<file path="config.mk">
export PLATFORM = sky130hd
export DESIGN_NAME = i2s_tx_stage_flat
export DESIGN_NICKNAME = d
export VERILOG_FILES = /design/src/rtl/i2s_tx_stage_pkg.sv /design/src/rtl/i2s_tx_stage_if.sv /design/src/rtl/i2s_tx_stage_sync_fifo.sv /design/src/rtl/i2s_tx_stage.sv /design/src/flat_wrapper.sv
export SDC_FILE = /design/constraint.sdc
export NUM_CORES = 1
export LEC_CHECK = 0
export CORE_MARGIN = 2
export CORE_UTILIZATION = 50
export CTS_CLUSTER_SIZE = 28
export DETAILED_ROUTE_END_ITERATION = 10
export PLACE_DENSITY = 0.66
export SLEW_MARGIN = 20
export SYNTH_ARGS = -nofsm -noshare
export SYNTH_HDL_FRONTEND = slang
export SYNTH_SLANG_ARGS = --single-unit
</file>
<file path="constraint.sdc">
create_clock -name sys_clk -period 6 [get_ports sys_clk]
set_clock_uncertainty 0.1 [all_clocks]
set_input_delay 0.6 -clock sys_clk [delete_from_list [all_inputs] [get_ports sys_clk]]
set_output_delay 0.6 -clock sys_clk [all_outputs]
set_load 0.02 [all_outputs]
</file>
<file path="src/rtl/i2s_tx_stage_pkg.sv">
// Shared audio definitions: I2S frame geometry, the stereo frame type and slot bit mapping.
package audio_pkg;
  localparam int SLOT_BITS    = 32;
  localparam int FRAME_BITS   = 64;
  localparam int LEFT_MSB_POS = 1;
  localparam int DATA_W_MAX   = 24;

  typedef struct packed {
    logic [DATA_W_MAX-1:0] left;
    logic [DATA_W_MAX-1:0] right;
  } stereo_frame_t;

  // Serial bit for frame position pos; samples are right-aligned in the frame fields.
  function automatic logic slot_bit(input stereo_frame_t f, input logic [5:0] pos,
                                    input int data_w);
    logic [5:0] lo;
    logic [5:0] ro;
    logic [5:0] dw;
    logic [4:0] idx;
    logic       b;
    lo  = 6'(LEFT_MSB_POS);
    ro  = 6'(LEFT_MSB_POS + SLOT_BITS);
    dw  = 6'(data_w);
    idx = '0;
    b   = 1'b0;
    if (pos >= lo && pos < lo + dw) begin
      idx = 5'(dw + lo - 6'd1 - pos);
      b   = f.left[idx];
    end else if (pos >= ro && pos < ro + dw) begin
      idx = 5'(dw + ro - 6'd1 - pos);
      b   = f.right[idx];
    end
    return b;
  endfunction
endpackage

</file>
<file path="src/rtl/i2s_tx_stage_if.sv">
// Stereo frame write handshake into the I2S transmit stage.
interface i2s_tx_stage_if #(parameter int DATA_W = 16);
  logic              s_valid;
  logic              s_ready;
  logic [DATA_W-1:0] s_left;
  logic [DATA_W-1:0] s_right;

  modport master (output s_valid, output s_left, output s_right, input s_ready);
  modport slave  (input s_valid, input s_left, input s_right, output s_ready);
endinterface

</file>
<file path="src/rtl/i2s_tx_stage_sync_fifo.sv">
// Single-clock FIFO with occupancy output; data_o shows the head entry combinationally.
module sync_fifo #(
  parameter int WIDTH = 32,
  parameter int DEPTH = 16
) (
  input  logic                     clk_i,
  input  logic                     rst_n_i,
  input  logic                     push_i,
  input  logic [WIDTH-1:0]         data_i,
  input  logic                     pop_i,
  output logic [WIDTH-1:0]         data_o,
  output logic                     full_o,
  output logic                     empty_o,
  output logic [$clog2(DEPTH):0]   level_o
);
  localparam int AW = $clog2(DEPTH);
  localparam int LW = AW + 1;

  logic [WIDTH-1:0] mem_q [DEPTH];
  logic [AW-1:0]    wr_ptr_q;
  logic [AW-1:0]    rd_ptr_q;
  logic [AW:0]      count_q;
  logic             do_push;
  logic             do_pop;

  assign full_o  = (count_q == LW'(DEPTH));
  assign empty_o = (count_q == '0);
  assign do_push = push_i && !full_o;
  assign do_pop  = pop_i && !empty_o;
  assign data_o  = mem_q[rd_ptr_q];
  assign level_o = count_q;

  always_ff @(posedge clk_i) begin
    if (do_push) mem_q[wr_ptr_q] <= data_i;
  end

  always_ff @(posedge clk_i or negedge rst_n_i) begin
    if (!rst_n_i) begin
      wr_ptr_q <= '0;
      rd_ptr_q <= '0;
      count_q  <= '0;
    end else begin
      if (do_push) wr_ptr_q <= wr_ptr_q + AW'(1);
      if (do_pop)  rd_ptr_q <= rd_ptr_q + AW'(1);
      case ({do_push, do_pop})
        2'b10:   count_q <= count_q + LW'(1);
        2'b01:   count_q <= count_q - LW'(1);
        default: count_q <= count_q;
      endcase
    end
  end
endmodule

</file>
<file path="src/rtl/i2s_tx_stage.sv">
// Buffers stereo PCM frames and serialises them as Philips I2S with BCLK/LRCLK derived from sys_clk.
module i2s_tx_stage
  import audio_pkg::*;
#(
  parameter int DATA_W        = 16,
  parameter int FIFO_DEPTH    = 16,
  parameter int BCLK_HALF_DIV = 16
) (
  input  logic                          sys_clk,
  input  logic                          sys_rst,
  i2s_tx_stage_if.slave                 s_bus,
  input  logic                          tx_en,
  input  logic                          underrun_clr,
  output logic                          underrun,
  output logic [$clog2(FIFO_DEPTH):0]   fifo_level,
  output logic                          i2s_bclk,
  output logic                          i2s_lrclk,
  output logic                          i2s_sdata
);
  localparam int DIV_W = (BCLK_HALF_DIV > 1) ? $clog2(BCLK_HALF_DIV) : 1;
  localparam logic [DIV_W-1:0] DIV_TC = DIV_W'(BCLK_HALF_DIV - 1);
  localparam logic [5:0] P_LAST = 6'(FRAME_BITS - 1);

  logic [DIV_W-1:0]    div_q;
  logic [5:0]          p_q;
  logic [5:0]          p_d;
  logic                bclk_q;
  logic                lrclk_q;
  logic                sdata_q;
  logic                underrun_q;
  stereo_frame_t       frame_q;
  stereo_frame_t       frame_d;
  logic                tick;
  logic                fall;
  logic                load;
  logic                fifo_pop;
  logic                fifo_full;
  logic                fifo_empty;
  logic [2*DATA_W-1:0] fifo_dout;

  sync_fifo #(.WIDTH(2*DATA_W), .DEPTH(FIFO_DEPTH)) u_fifo (
    .clk_i   (sys_clk),
    .rst_n_i (sys_rst),
    .push_i  (s_bus.s_valid),
    .data_i  ({s_bus.s_left, s_bus.s_right}),
    .pop_i   (fifo_pop),
    .data_o  (fifo_dout),
    .full_o  (fifo_full),
    .empty_o (fifo_empty),
    .level_o (fifo_level)
  );

  always_comb begin
    tick     = tx_en && (div_q == DIV_TC);
    fall     = tick && bclk_q;
    p_d      = p_q + 6'd1;
    load     = fall && (p_d == '0);
    fifo_pop = load && !fifo_empty;
    // An empty FIFO at a frame boundary sends a silent frame.
    frame_d  = '0;
    if (!fifo_empty) begin
      frame_d.left[DATA_W-1:0]  = fifo_dout[2*DATA_W-1 -: DATA_W];
      frame_d.right[DATA_W-1:0] = fifo_dout[DATA_W-1:0];
    end
  end

  always_ff @(posedge sys_clk or negedge sys_rst) begin
    if (!sys_rst) begin
      div_q      <= '0;
      bclk_q     <= 1'b0;
      lrclk_q    <= 1'b1;
      sdata_q    <= 1'b0;
      p_q        <= P_LAST;
      frame_q    <= '0;
      underrun_q <= 1'b0;
    end else begin
      if (tx_en) div_q <= tick ? '0 : div_q + DIV_W'(1);
      if (tick)  bclk_q <= !bclk_q;
      if (fall) begin
        p_q     <= p_d;
        lrclk_q <= (p_d >= 6'(SLOT_BITS));
        sdata_q <= slot_bit(frame_q, p_d, DATA_W);
      end
      if (load) frame_q <= frame_d;
      if (load && fifo_empty) underrun_q <= 1'b1;
      else if (underrun_clr)  underrun_q <= 1'b0;
    end
  end

  assign s_bus.s_ready = !fifo_full;
  assign underrun      = underrun_q;
  assign i2s_bclk      = bclk_q;
  assign i2s_lrclk     = lrclk_q;
  assign i2s_sdata     = sdata_q;
endmodule

</file>
<file path="src/flat_wrapper.sv">
// flat-port wrapper written by rule: the top's interface ports become plain ports
module i2s_tx_stage_flat import audio_pkg::*;
#(
  parameter int DATA_W        = 16,
  parameter int FIFO_DEPTH    = 16,
  parameter int BCLK_HALF_DIV = 16
)
  (sys_clk, sys_rst, tx_en, underrun_clr, underrun, fifo_level, i2s_bclk, i2s_lrclk, i2s_sdata, s_bus_s_valid, s_bus_s_left, s_bus_s_right, s_bus_s_ready);
  i2s_tx_stage_if #(.DATA_W(DATA_W)) s_bus_i ();
  input  logic sys_clk;
  input  logic sys_rst;
  input  logic tx_en;
  input  logic underrun_clr;
  output logic underrun;
  output logic [$clog2(FIFO_DEPTH):0] fifo_level;
  output logic i2s_bclk;
  output logic i2s_lrclk;
  output logic i2s_sdata;
  input wire logic [$bits(s_bus_i.s_valid)-1:0] s_bus_s_valid;
  input wire logic [$bits(s_bus_i.s_left)-1:0] s_bus_s_left;
  input wire logic [$bits(s_bus_i.s_right)-1:0] s_bus_s_right;
  output wire logic [$bits(s_bus_i.s_ready)-1:0] s_bus_s_ready;
  assign s_bus_i.s_valid = s_bus_s_valid;
  assign s_bus_i.s_left = s_bus_s_left;
  assign s_bus_i.s_right = s_bus_s_right;
  assign s_bus_s_ready = s_bus_i.s_ready;
  i2s_tx_stage #(.DATA_W(DATA_W), .FIFO_DEPTH(FIFO_DEPTH), .BCLK_HALF_DIV(BCLK_HALF_DIV)) u_core (.sys_clk(sys_clk), .sys_rst(sys_rst), .s_bus(s_bus_i), .tx_en(tx_en), .underrun_clr(underrun_clr), .underrun(underrun), .fifo_level(fifo_level), .i2s_bclk(i2s_bclk), .i2s_lrclk(i2s_lrclk), .i2s_sdata(i2s_sdata));
endmodule
</file>
==> summary.txt, run 1 <==
Setup tns final = 0 ns
Most used DFF post-synth = edfxtp_1
Hold-fix buffers at CTS = 0
CP Buf/Inv Count = 2
DRT iter0 DRCs = 1119
PostCTS Resize Cnt = 0
Post-DR wirelength/cell = 27.1 um
YS warnings = 0
Mapped Avg Cell Area = 22.8 sq um
Root buf cell = clkbuf_16
CTS sink cnt = 571
First-pass GRT wire length = 68.7 mm
R2R setup slack = 1.46 ns
RSZ-0062 raised after global routing = no
Num CTS Buffers = 56
Setup crit start = u_core.p_q[0]
GRT overflow = 0
Max rail drop VDD = 216 uV
Critical path arrival = 4.91 ns
FP Rows = 77
Number of global-route vias before repair = 10500
Stages on worst setup path = 15
Sequential share of power = 52.8%
Startpoint Class = flop
Synth unique cells = 48
Ant diodes = 0
Actual slew at the worst max-slew pin = 1.11 ns
Syn Inst Count = 973
IO Pins = 47
CTS HTree Levels = 2
GRT Resource Usage Total = 20.5%
Layout area overhead = 13.4%
Async set-reset flop share out of synthesis = 10.3%
Ranking of synthesized cells by area = edfxtp_1 (69%), mux4_2 (17%), dfrtp_1 (5.9%)
CP required = 6.38 ns
Post-DP HPWL = 24.1 mm
Final Instance Area = 25200 sq um
Cell Chain, Critical Path = ha_1 > and2_1 > nand2_1 > o22ai_1 > or4b_2 > nor2_8 > ha_1 > inv_1 > fa_1 > inv_1 > a21o_1 > a21oi_1 > xnor2_1 > nor2_1 > xor2_1
Largest area contributor in the netlist = edfxtp_1
Net Sw Power = 2290 uW
Synthesized flop and latch total = 571
P_int = 7050 uW
Min Tclk post-route = 4.54 ns
Synthesized area = 22200 sq um
Net switching fraction of the power = 24.5%
Synthesized Nets = 1024
Die Y = 215 um
Final setup viols = 0
Vias = 9989
Yosys top cell area share = 69.2%
WL final = 45.6 mm
Clock slew at reported path FFs = 0.06 ns
Share of layout cells above drive strength 1 = 27.6%
Post-CTS Setup Inserts = 0
Initial antenna violation count = 0
Status = completed
WS Path Type = flop to flop
Reg-to-Reg End = u_core.u_fifo.level_o[4]
Post-synth EDFFs = 512
Sequential fraction of the synthesis area = 75.9%
FMAX = 0.221 GHz
Die W = 215 um
Combinational cell fraction of total power = 11.9%
Relative slew slack = 26.0%
Drt first pass iters = 5
Worst Hold Class = input port to asynchronous set/reset pin
Commonest cells post-synth = edfxtp_1 (512), mux4_2 (168), dfrtp_1 (52)
Layout fillers = 3172
Pwr dens = 371 nW/um^2
Routed Antenna Nets = 0
Delay-heaviest family, CP = simple AND/OR/NAND/NOR gates
Top-count cell post-synth = edfxtp_1
Total of max-cap violations = 0
Critical path capture point type = flop
Worst setup path end = u_core.u_fifo.level_o[4]
TritonCTS clock tree = yes
Die area = 46100 sq um
Fin crit share = 75.6%
Leak pwr = 0.00795 uW
Reg2Reg Depth = 15
Largest stage delay on the critical path = 1.02 ns
Final max-slew violation count = 0
GPL Wtd Cong = 0.738
Worst-path maximum fanout = 34
DRC viols = 0
CP max-delay cell = or4b_2
Clock insertion delay at the later pin of the skew report = 0.62 ns
PortBufs = 46
Worst R2R Start = u_core.p_q[0]
Post-DR vias/cell = 5.93
Longest Clk Path Bufs = 3
Final hold vios = 0
Clock power share = 35.3%
Core area = 44000 sq um
Largest net degree at the start of global routing = 70
NumNets Final = 1099
Initial Util = 50.4%
Placed inst area = 23500 sq um
[cells in the final DEF (no fill, tap or decap), types with 5 or more instances in the layout]
cell,count
clkinv_2,8
nor2_4,12
dfstp_2,7
mux2i_1,7
clkbuf_1,20
nand2_1,20
nor2_1,5
ha_1,13
xnor2_1,13
o21ai_0,9
dfrtp_1,48
clkinv_1,10
a22o_1,32
mux4_2,168
xor2_1,7
edfxtp_1,512
buf_4,22
inv_1,12
clkbuf_16,56
clkdlybuf4s50_1,45
[layout make-up]
cell class                      count  area (sq um)  share of cell area [%]
Inverter                           12          45.0                   0.179
Timing Repair Buffer               70           661                    2.62
Multi-Input combinational cell    337          5160                    20.5
Tap cell                          592           741                    2.94
Clock buffer                       76          1480                    5.86
Clock inverter                     27           240                   0.954
Sequential cell                   571         16900                    67.0
[per-stage QoR]
step / total power, uW / setup slack [ns] / cells / hold slack [ns] / utilization (%)
floorplan: 5640 / 1.86 / 973 / 0.204 / -
global placement: 6110 / 1.49 / 1582 / 0.371 / 53.3
detailed placement: 6150 / 1.42 / 1582 / 0.381 / 53.3
CTS: 9440 / 1.47 / 1685 / 0.0525 / 57.2
global route: 9680 / 1.09 / 1685 / 0.0994 / 57.2
finish: 9340 / 1.46 / 1685 / 0.0416 / 57.2
[cells by family (layout without fill, tap and decap cells)]
logic type                 count (synthesis)  count (layout)  share of synthesized area (%)
xor gates and xnor gates                  21              21                          0.862
AOI/OAI and AO/OA                         58              58                           2.01
adders and majority gates                 14              14                          0.823
buffers and inverters                     65             185                           1.35
DFF                                      571             571                           75.9
muxes                                    177             177                           17.5
and+or+nand+nor                           67              67                           1.59
[metal layers]
metal	GRT usage, %	share of wire [%]	vias to the layer above
met1	28.3	42	5401
met4	4.88	1.5	0
met5	0	0	-
met2	34.6	52	283
met3	3.27	5.1	48
li1	-	-	4257
[power groups by stage]
| stage | Sequential (uW) | Combinational (uW) | Clock (uW) |
|---|---|---|---|
| floorplan | 4970 | 677 | 0 |
| global placement | 5000 | 1110 | 0 |
| detailed placement | 5020 | 1130 | 0 |
| CTS | 4940 | 1130 | 3360 |
| global route | 4970 | 1200 | 3510 |
| finish | 4930 | 1110 | 3300 |
[state kept, by name, indices dropped and copies added (netlist names), 4 cells and up]
register	cells
u_core.u_fifo.wr_ptr_q	4
u_core.frame_q	32
u_core.p_q	6
u_core.u_fifo.rd_ptr_q	4
u_core.u_fifo.level_o	5
u_core.div_q	4
u_core.u_fifo.mem_q	512
[worst min path at each step]
stage                startpoint                   endpoint  cells after the start
6_report                sys_rst  u_core.u_fifo.wr_ptr_q[2]                      2
2_1_floorplan           sys_rst            u_core.div_q[0]                      0
5_1_grt                 sys_rst  u_core.u_fifo.wr_ptr_q[2]                      2
3_5_place_dp   u_core.i2s_sdata           u_core.i2s_sdata                      2
3_3_place_gp   u_core.i2s_sdata           u_core.i2s_sdata                      2
4_1_cts                 sys_rst  u_core.u_fifo.wr_ptr_q[2]                      2
[worst reg2reg max path, stage by stage (launching register included)]
cell and delay [ns]:
dfstp_2 0.80, ha_1 0.36, and2_1 0.20, nand2_1 0.12, o22ai_1 0.25, or4b_2 1.02, nor2_8 0.21, ha_1 0.25
inv_1 0.10, fa_1 0.41, inv_1 0.07, a21o_1 0.11, a21oi_1 0.07, xnor2_1 0.14, nor2_1 0.07, xor2_1 0.14
Power figures use the tool's default switching activity.
==> run 2, diff against run 1 <==
- clock period: 6 -> 4.2 ns (I/O delays scaled with it)
==> run 2 against run 1 <==
Net effect: register-to-register slack worse by 1.1 ns; die area is the same; largest power group unchanged; final cell count rose by 0.71%.
==> summary.txt, run 2 (same netlist as run 1, synthesis figures left out) <==
Post-DR vias/cell = 5.83 (was 5.93)
Root buf cell = clkbuf_16 (unchanged)
Die area = 46100 sq um (unchanged)
Longest Clk Path Bufs = 3 (unchanged)
Actual slew at the worst max-slew pin = 1.10 ns (was 1.11 ns)
Status = completed (unchanged)
CTS sink cnt = 571 (unchanged)
Critical path arrival = 4.19 ns (was 4.91 ns)
Min Tclk post-route = 3.81 ns (was 4.54 ns)
Core area = 44000 sq um (unchanged)
Final setup viols = 0 (unchanged)
TritonCTS clock tree = yes (unchanged)
Leak pwr = 0.00811 uW (was 0.00795 uW)
GRT overflow = 0 (unchanged)
CP required = 4.58 ns (was 6.38 ns)
Post-DP HPWL = 22.9 mm (was 24.1 mm)
Die Y = 215 um (unchanged)
FP Rows = 77 (unchanged)
Largest register FFs = 512 (unchanged)
Seq. cell area = 16900 sq um (unchanged)
GRT Resource Usage Total = 19.9% (was 20.5%)
Post-DR wirelength/cell = 26.5 um (was 27.1 um)
CTS HTree Levels = 2 (unchanged)
First-pass GRT wire length = 67.0 mm (was 68.7 mm)
Ant diodes = 0 (unchanged)
Delay-heaviest family, CP = simple AND/OR/NAND/NOR gates (unchanged)
Initial Util = 50.4% (unchanged)
Commonest non-fill, non-tap cell in the layout = edfxtp_1 (unchanged)
Commonest cells after routing, fill and taps aside = edfxtp_1 (512), mux4_2 (168), clkbuf_16 (57), dfrtp_1 (48), clkdlybuf4s50_1 (45) (was edfxtp_1 (512), mux4_2 (168), clkbuf_16 (56), dfrtp_1 (48), clkdlybuf4s50_1 (45))
Layout area overhead = 15.0% (was 13.4%)
Largest regs = u_core.u_fifo.mem_q x512, u_core.frame_q x32, u_core.p_q x6 (unchanged)
Clock slew at reported path FFs = 0.06 ns (about the same)
Clock insertion delay at the later pin of the skew report = 0.60 ns (was 0.62 ns)
Final hold vios = 0 (unchanged)
PortBufs = 46 (unchanged)
Cell Chain, Critical Path = ha_1 > and2_1 > nand2_1 > o22ai_1 > or4b_2 > nor2_8 > ha_1 > inv_1 > fa_1 > inv_1 > a21o_1 > a21oi_1 > xnor2_1 > nor2_1 > xor2_1 (unchanged)
DRT iter0 DRCs = 907 (was 1119)
Setup tns final = 0 ns (unchanged)
Routed Antenna Nets = 0 (unchanged)
RSZ-0062 raised after global routing = no (unchanged)
Drt first pass iters = 7 (was 5)
GPL Wtd Cong = 0.745 (was 0.738)
Critical path capture point type = flop (unchanged)
Final setup margin = 0.388 ns (was 1.46 ns)
Core Util, Final = 58.0% (was 57.2%)
WL final = 44.9 mm (was 45.6 mm)
Final max-slew violation count = 0 (unchanged)
Multi-input logic area = 5160 sq um (unchanged)
Startpoint Class = flop (unchanged)
IO Pins = 47 (unchanged)
DP Worst Slack = 0.246 ns (was 1.42 ns)
Layout fillers = 3145 (was 3172)
Num CTS Buffers = 56 (unchanged)
Share of layout cells above drive strength 1 = 29.1% (was 27.6%)
Initial antenna violation count = 0 (unchanged)
Die W = 215 um (unchanged)
CP Buf/Inv Count = 2 (unchanged)
PostCTS Resize Cnt = 0 (unchanged)
Biggest register = u_core.u_fifo.mem_q (unchanged)
WHS = 0.295 ns (was 0.0416 ns)
Worst Hold Class = input port to flop (was input port to asynchronous set/reset pin)
Total of max-cap violations = 0 (unchanged)
CP max-delay cell = or4b_2 (unchanged)
Vias = 9894 (was 9989)
Number of global-route vias before repair = 10300 (was 10500)
DRC viols = 0 (unchanged)
Fin crit share = 90.8% (was 75.6%)
R2R setup slack = 0.39 ns (was 1.46 ns)
NumNets Final = 1108 (was 1099)
FMAX = 0.262 GHz (was 0.221 GHz)
Relative slew slack = 26.9% (was 26.0%)
Largest stage delay on the critical path = 0.71 ns (was 1.02 ns)
Worst-path maximum fanout = 8 (was 34)
WS Path Type = flop to flop (unchanged)
Pwr dens = 539 nW/um^2 (was 371 nW/um^2)
Largest net degree at the start of global routing = 60 (was 70)
Max rail drop VDD = 377 uV (was 216 uV)
run 2: cell count changes in the layout (fill, tap and decap cells not counted), moves of 3 or more:
cell        before  now
clkbuf_1        20    8
buf_12           2   10
bufinv_16        3    9
clkinv_1        10   13
clkinv_8         3    0
clkinvlp_4       2    5
inv_6            0    3
run 2: where the power goes:
part	switching, uW	total (uW)	leakage [uW]	internal [uW]
registers	216	7020	0.00539	6800
logic	983	1640	0.00180	654
clock network	2080	5120	0.000917	3040
total	3280	13800	0.00811	10500
run 2: routing by layer:
| metal | routed length [um] | vias up | global-route usage [%] |
|---|---|---|---|
| met5 | 0 | - | 0 |
| met4 | 1000 | 0 | 5.90 |
| met3 | 2220 | 63 | 3.14 |
| met2 | 22700 | 245 | 32.9 |
| met1 | 19000 | 5318 | 27.9 |
| li1 | - | 4268 | - |
run 2: through the flow:
| step | std cells | total power (uW) | instance area (sq um) |
|---|---|---|---|
| after floorplan | 973 | 8060 | 22200 |
| after global placement | 1590 | 8750 | 23600 |
| after detailed placement | 1590 | 8810 | 23600 |
| after CTS | 1697 | 13900 | 25500 |
| after global routing | 1697 | 14300 | 25500 |
| final | 1697 | 13800 | 25500 |
run 2: final cells by class:
type	count	area share (%)
Inverter	12	0.176
Tap cell	592	2.90
Timing Repair Buffer	79	3.25
Clock inverter	41	1.74
Multi-Input combinational cell	337	20.2
Clock buffer	65	5.70
Sequential cell	571	66.0
run 2: repair_timing:
action | in CTS | in global routing
buffers inserted | 0 | 0
endpoints found under the setup margin | 0 | 0
endpoints found under the hold margin | 52 | 0
hold buffers | 1 | 0
run 2: final timing paths:
path | startpoint | to | depth (start not counted)
setup / recovery | u_core.p_q[1] | u_core.u_fifo.level_o[4] | 15
hold / removal | underrun_clr | u_core.underrun | 2
setup reg to reg | u_core.p_q[1] | u_core.u_fifo.level_o[4] | 15
hold reg to reg | u_core.frame_q[37] | u_core.frame_q[37] | 1
max in group asynchronous | sys_rst | u_core.u_fifo.rd_ptr_q[2] | 3
min in group asynchronous | sys_rst | u_core.u_fifo.wr_ptr_q[1] | 3
run 2: worst register-to-register path: stages, from the launching register on:
cell and delay, ns:
dfstp_2 0.59, ha_1 0.31, and2_1 0.20, nand2_1 0.11
o22ai_1 0.25, or4b_2 0.71, nor2_8 0.12, ha_1 0.22
inv_1 0.10, fa_1 0.40, inv_1 0.08, a21o_1 0.11
a21oi_1 0.07, xnor2_1 0.13, nor2_1 0.06, xor2_1 0.14
==> run 3, diff against run 2 <==
- CAP_MARGIN: unset -> 10
==> results of run 3 <==
Same layout as run 2: the final DEF is identical, and so are final timing and power.
